## config.mk

```make
export PLATFORM = sky130hd
export DESIGN_NAME = serial_tx_arbiter
export DESIGN_NICKNAME = d
export VERILOG_FILES = /design/src/rtl/serial_tx_arbiter.sv
export SDC_FILE = /design/constraint.sdc
export NUM_CORES = 1
export LEC_CHECK = 0
export CAP_MARGIN = 10
export CELL_PAD_IN_SITES_DETAIL_PLACEMENT = 1
export CELL_PAD_IN_SITES_GLOBAL_PLACEMENT = 2
export CORE_MARGIN = 1.5
export CORE_UTILIZATION = 32
export DETAILED_ROUTE_END_ITERATION = 8
export GPL_ROUTABILITY_DRIVEN = 0
export PLACE_DENSITY = 0.86
export SLEW_MARGIN = 20
export SYNTH_ARGS = -nofsm -noshare
export SYNTH_HDL_FRONTEND = slang
export SYNTH_SLANG_ARGS = --single-unit
```

## constraint.sdc

```tcl
create_clock -name clk -period 2.5 [get_ports clk]
set_clock_uncertainty 0.15 [all_clocks]
set_input_delay 0.375 -clock clk [delete_from_list [all_inputs] [get_ports clk]]
set_output_delay 0.375 -clock clk [all_outputs]
set_load 0.02 [all_outputs]
```

## src/rtl/serial_tx_arbiter.sv

```systemverilog
// Packet-granular round-robin share of one serial_tx between two byte requesters.
// Transfer-to-tx_dv is 1 clock; ready is held low while a byte is in flight or another owner holds the grant.
module serial_tx_arbiter #(
  parameter int GAP_CYCLES     = 0,
  parameter int TIMEOUT_CYCLES = 8192
) (
  input  logic       clk,
  input  logic       reset,
  input  logic [7:0] req0_data,
  input  logic       req0_valid,
  input  logic       req0_last,
  output logic       req0_ready,
  input  logic [7:0] req1_data,
  input  logic       req1_valid,
  input  logic       req1_last,
  output logic       req1_ready,
  output logic [7:0] tx_byte,
  output logic       tx_dv,
  input  logic       tx_done,
  output logic       busy,
  output logic       owner,
  output logic       timeout_err
);

  localparam int WD_W = $clog2(TIMEOUT_CYCLES) + 1;
  localparam logic [WD_W-1:0] WD_LAST  = WD_W'(TIMEOUT_CYCLES - 1);
  localparam logic [7:0]      GAP_LAST = (GAP_CYCLES > 0) ? 8'(GAP_CYCLES - 1) : 8'd0;

  typedef enum logic [2:0] {IDLE, SEND, WAIT, GAP, HOLD} state_t;

  state_t          state, state_nxt;
  logic [WD_W-1:0] wd_cnt;
  logic [7:0]      gap_cnt;
  logic            last_flag;
  logic            rr;
  logic            pick, sel, grant_ok, sel_valid, sel_last, xfer;
  logic [7:0]      sel_data;
  logic            wd_term, gap_term;
  state_t          rel_state;

  always_comb begin
    // rr names the requester favoured when both ask at once
    pick = rr;
    if (req0_valid && !req1_valid)
      pick = 1'b0;
    else if (req1_valid && !req0_valid)
      pick = 1'b1;

    sel       = (state == IDLE) ? pick : owner;
    grant_ok  = ((state == IDLE) && (req0_valid || req1_valid)) || (state == HOLD);
    sel_valid = sel ? req1_valid : req0_valid;
    sel_data  = sel ? req1_data  : req0_data;
    sel_last  = sel ? req1_last  : req0_last;
    xfer      = grant_ok && sel_valid;

    req0_ready = grant_ok && !sel;
    req1_ready = grant_ok && sel;

    wd_term   = (wd_cnt == WD_LAST);
    gap_term  = (gap_cnt == GAP_LAST);
    rel_state = last_flag ? IDLE : HOLD;
  end

  always_comb begin
    state_nxt   = state;
    tx_dv       = 1'b0;
    timeout_err = 1'b0;
    case (state)
      IDLE: if (xfer) state_nxt = SEND;
      SEND: begin
        tx_dv     = 1'b1;
        state_nxt = WAIT;
      end
      WAIT: begin
        // done on the terminal-count cycle still counts as a normal completion
        if (tx_done)
          state_nxt = (GAP_CYCLES > 0) ? GAP : rel_state;
        else if (wd_term) begin
          timeout_err = 1'b1;
          state_nxt   = IDLE;
        end
      end
      GAP:  if (gap_term) state_nxt = rel_state;
      HOLD: if (xfer) state_nxt = SEND;
      default: state_nxt = IDLE;
    endcase
  end

  assign busy = (state != IDLE);

  always_ff @(posedge clk) begin
    if (reset) begin
      state     <= IDLE;
      tx_byte   <= 8'h00;
      owner     <= 1'b0;
      rr        <= 1'b0;
      wd_cnt    <= '0;
      gap_cnt   <= 8'd0;
      last_flag <= 1'b0;
    end else begin
      state <= state_nxt;
      if (xfer) begin
        tx_byte   <= sel_data;
        last_flag <= sel_last;
        owner     <= sel;
      end
      // every exit to IDLE (packet end or abort) hands priority to the other side
      if ((state != IDLE) && (state_nxt == IDLE))
        rr <= ~owner;
      case (state)
        SEND: wd_cnt <= '0;
        WAIT: begin
          if (!wd_term) wd_cnt <= wd_cnt + WD_W'(1);
          gap_cnt <= 8'd0;
        end
        GAP:  if (!gap_term) gap_cnt <= gap_cnt + 8'd1;
        default: ;
      endcase
    end
  end

endmodule

```

Word-level counts from Yosys, hierarchy flattened --
Cells that the tools add are included. W data, S select, Z words.
Cells by class: reduce and logical (&&, ||, !) cells 21, multiply operators 0, divide/modulo/power cells 0, equal/unequal tests 7, add/sub/neg operators 2, bitwise operators 1, order comparisons 0, multiplexer cells 20, shift operators 0
Operators with widths (count):
- $pmux W14 S2 | 1
- $mux W8 | 2
- $pmux W8 S2 | 1
- $mux W3 | 5
- $add A14 B1 Y14 const B | 1
- $eq A14 B13 Y1 const B | 1
- $mux W14 | 1
- $pmux W3 S4 | 1
- $mux W1 | 9
- $add A8 B1 Y8 const B | 1
- $logic_not A8 Y1 | 1
- $logic_and A1 B1 Y1 | 7
- $eq A3 B2 Y1 const B | 2
- $logic_not A3 Y1 | 2
- $ne A2 B2 Y1 const B | 2
- $reduce_and A2 Y1 | 2
- $reduce_bool A2 Y1 | 2
- $eq A3 B1 Y1 const B | 1
- $eq A3 B3 Y1 const B | 1
- $logic_not A1 Y1 | 3
- $reduce_bool A3 Y1 | 1
- $logic_or A1 B1 Y1 | 2
- $reduce_or A2 Y1 | 1
- $not A1 Y1 | 1
Word-level totals: output and inout bits 14, bits in latches 0, word-level logic and storage cells 58, bits in read-only memories 0, RAM bits 0, memories 0, register bits 36

Logic depth before layout (Yosys ltp) --
depth after elaboration 11, mapped depth 8, mapped depth without buffers 7

Worst setup path after synthesis --
No wires, ideal clock.
path kind register to output, from register state[1], to output port req0_ready, arrival time 1709 ps, cell stages (with the launch flop) 5, buffers on the path 1, setup slack 266 ps, cell sequence dfxtp_1 -> or3_4 -> mux2i_4 -> buf_6 -> nor3b_1
On the way: word-level cells in the longest chain between the ends 4
RTL lines:
- start, declared | RTL line 31 | state_t state, state_nxt;
- start signal, assigned | RTL line 101 | state <= state_nxt;
- $logic_not A3 Y1 | RTL line 49, 50
- $mux W1 or $logic_and A1 B1 Y1 (tied branches) | RTL line 49, 50
- $logic_not A1 Y1 or $logic_or A1 B1 Y1 (tied branches) | RTL line 56, 50
- $logic_and A1 B1 Y1 * | RTL line 56 | req0_ready = grant_ok && !sel;
- end, declared | RTL line 12 | output logic req0_ready,
Every way passes the cells marked *; elsewhere a longest branch is shown, timed or not.

Final worst setup path --
from input port req0_valid, to output port req0_ready
On the way: word-level cells in the longest chain between the ends 7
RTL lines:
- start, declared | RTL line 10 | input logic req0_valid,
- $logic_not A1 Y1 | RTL line 46 | else if (req1_valid && !req0_valid)
- $logic_and A1 B1 Y1 | RTL line 46
- $mux W1 | RTL line 46
- $mux W1 | RTL line 44 | if (req0_valid && !req1_valid)
- $mux W1 | RTL line 49 | sel = (state == IDLE) ? pick : owner;
- $logic_not A1 Y1 | RTL line 56
- $logic_and A1 B1 Y1 * | RTL line 56
Marks and branches as above.

==> impl_metrics.csv <==
group,metric,value,unit
status,status,"finished, final reports clean",
timing,fin_crit,2380,ps
routing,initialDrtViolationCount,62,
yosys,yosysWarnings,0,
routing,postRouteWirelength,5010,microns
die,top_level_ports,37,
final_layout,nets,301,
final_layout,design_area,2650,sq um
routing,vias_per_cell,5.08,
timing,worst_slew_pin_slew,562,ps
routing,vias,1777,
timing,finalCritPeriodShare,95.1,%
die,die_w,82.5,microns
cts,clock_path_buffers,2,
routing,firstDrtPassIters,4,
cts,clkTransAtPathRegs,70,ps
hold_path,hp-class,"reg2reg",
critical_path,rr_startpoint,"state[0]",
timing,hold_viol,0,
cts,cts.sinks,36,
die,fp.coreArea,6030,sq um
global_route,grt_overflow,0,
yosys,yosysSeqAreaShare,35.6,%
critical_path,crit_path_end_kind,"output port",
critical_path,cp.required,1980,ps
routing,drc,0,
cts,cts-buffers-inserted,5,
place,numPortBuffers,36,
critical_path,crit_fanout,2,
routing,top_layer_used,"met4",
yosys,async_flop_share,0,%
timing,max_freq,421,MHz
cts,clk_latency,280,ps
final_layout,syn2layout_area_growth,30.7,%
yosys,avgSynthCellArea,9.16,sq um
global_route,grt_pass1_vias,1718,
final_layout,drive_above_1_share,21.5,%
critical_path,critPathKind,"in2out",
die,rows,28,
timing,relSlewSlack,62.0,%
global_route,antenna_found_initial,0,
global_route,grt_pass1_wl,8310,microns
critical_path,crit_start,"req0_valid",
global_route,grt_max_degree,21,
power,p_leak,0.00105,uW
yosys,ys_seq_elements,36,
timing,setup_viol_count_final,0,
die,initial_utilization,33.6,%
die,die_height,82.5,microns
power,power_density,540,nW/um^2
routing,met1_length,2370,microns
critical_path,rr_endpoint,"wd_cnt[11]",
critical_path,r2r_setup_slack,440,ps
cts,cts_htree_levels,2,
critical_path,cp-endpoint,"req0_ready",
timing,tns,0,ps
global_route,grt_usage,16.2,%
cts,cts_tree,"done",
routing,met3_length,116,microns
power,ir_drop,0.000258,V
critical_path,worstRegToRegCells,7,
cts,holdBufCountCts,0,
place,placed_area,2540,sq um
yosys,synthFlopType,"dfxtp_1",
yosys,netlist_instances,221,
routing,route.met2.wl,2470,microns
routing,final_antenna_net_count,0,
yosys,synth_nets,247,
final_layout,fillers,719,
critical_path,start_kind,"input port",
yosys,synth_area,2020,sq um
die,dieArea,6810,sq um
cts,root_buffer,"clkbuf_8",
final_layout,antenna_cells,0,
routing,avgRoutedWirePerCell,14.3,microns
place,dpl.hpwl,3840,microns
timing,report.final.slew_viol_count,0,
timing,rsz0062_at_grt,"no",
yosys,synth-edff-count,0,
yosys,synth_cell_types,52,
job,maxCapViolations,0,
critical_path,arrival,1850,ps
## layout by cell type (no fill, tap or decap), types with 8 or more instances in the layout
cell type | Yosys | routed
a211oi_2 | 9 | 9
buf_4 | 2 | 21
clkdlybuf4s50_1 | 0 | 32
dfxtp_1 | 36 | 36
inv_1 | 8 | 8
mux2i_1 | 12 | 12
nand2_1 | 15 | 15
nand3_1 | 9 | 9
nand4_1 | 8 | 8
nor2_1 | 36 | 36
## synth_stat cells, types with 2 or more instances
master    number  area (sq um)
xor2_1         5          43.8
nor2b_1        2          12.5
and4_1         3          26.3
nor3_1         3          15.0
nand4_1        8          50.1
a41o_1         2          20.0
ha_1           3          37.5
buf_6          2          22.5
nand3_1        9          45.0
or2_2          2          12.5
xnor2_1        7          61.3
inv_1          8          30.0
a21oi_1        7          35.0
o21ai_0        2          10.0
nor3b_1        2          15.0
o31ai_1        2          15.0
or3_1          3          18.8
buf_2          2          10.0
a31oi_1        3          18.8
a31o_2         2          17.5
a211oi_1       5          37.5
clkbuf_1       4          15.0
mux2i_1       12           120
buf_4          2          15.0
nor2_1        36           135
a211oi_2       9           113
and3_1         2          12.5
dfxtp_1       36           721
nand2_1       15          56.3
## sequential cells by signal, indices dropped and copies added (netlist names)
name       flops
rr             1
owner          1
wd_cnt        14
last_flag      1
tx_byte        8
gap_cnt        8
state          3
## critical path, cell delays in order
cell and delay [ps]:
clkdlybuf4s50_1 480, inv_1 50, maj3_1 390, mux2i_4 200
nor3b_2 190, buf_2 180
## metal layers
layer	vias to the layer above	track usage, %
met4	0	4.00
met1	851	20.0
met3	5	4.29
met2	19	28.0
met5	-	0
li1	902	-
## logic make-up (layout without fill, tap and decap cells)
kind of cell	count (synthesis)	count (layout)	synth area share [%]
adder cells (fa/ha/maj)	4	4	2.35
AND/OR/NAND/NOR	95	95	25.5
buffers and inverters	19	73	5.25
AO/OA/AOI/OAI	42	42	19.0
multiplexers	13	13	7.05
XOR/XNOR	12	12	5.19
flip-flops	36	36	35.6
## area by class of cell
type | count | area [sq um] | share of cell area, %
multi-input cells | 166 | 1200 | 45.5
repair buffers | 58 | 520 | 19.7
flip-flops and latches | 36 | 721 | 27.2
well taps | 75 | 93.8 | 3.55
inverters | 8 | 30.0 | 1.14
clock inverters | 1 | 5.00 | 0.189
clock buffers | 6 | 72.6 | 2.74
## per-stage QoR
| stage | hold WS [ps] | setup slack [ps] | utilization [%] | std cells | total power, uW |
|---|---|---|---|---|---|
| 2_1_floorplan | 320 | 266 | - | 221 | 886 |
| 6_report | 359 | 122 | 43.9 | 350 | 1430 |
| 3_5_place_dp | 351 | -362 | 42.2 | 340 | 1040 |
| 4_1_cts | 364 | -97.5 | 43.5 | 347 | 1440 |
| 5_1_grt | 390 | 60.4 | 43.9 | 350 | 1510 |
| 3_3_place_gp | 337 | -300 | 42.2 | 340 | 1030 |
## power by group
| group | total, uW | internal (uW) | leakage (uW) | switching (uW) |
|---|---|---|---|---|
| Sequential | 622 | 604 | 0.000293 | 18.5 |
| Clock | 397 | 190 | 0.0000410 | 208 |
| Combinational | 409 | 202 | 0.000714 | 208 |
| Total | 1430 | 995 | 0.00105 | 434 |
## worst min path at each step
stage / from / end / slack, ps / cells past startpoint
final: tx_byte[3] / tx_byte[3] / 360 / 2
after global routing: tx_byte[3] / tx_byte[3] / 390 / 2
after CTS: tx_byte[3] / tx_byte[3] / 360 / 2
after detailed placement: tx_byte[3] / tx_byte[3] / 350 / 2
after global placement: tx_byte[3] / tx_byte[3] / 340 / 2
after floorplan: gap_cnt[0] / gap_cnt[0] / 320 / 2
## what timing repair did
action | 4_1_cts | 5_1_grt
endpoints found under the setup margin | 4 | 2
setup buffers | 0 | 3
pin swaps | 1 | 0
gates resized for setup | 8 | 6
(Power assumes the default switching activity.)
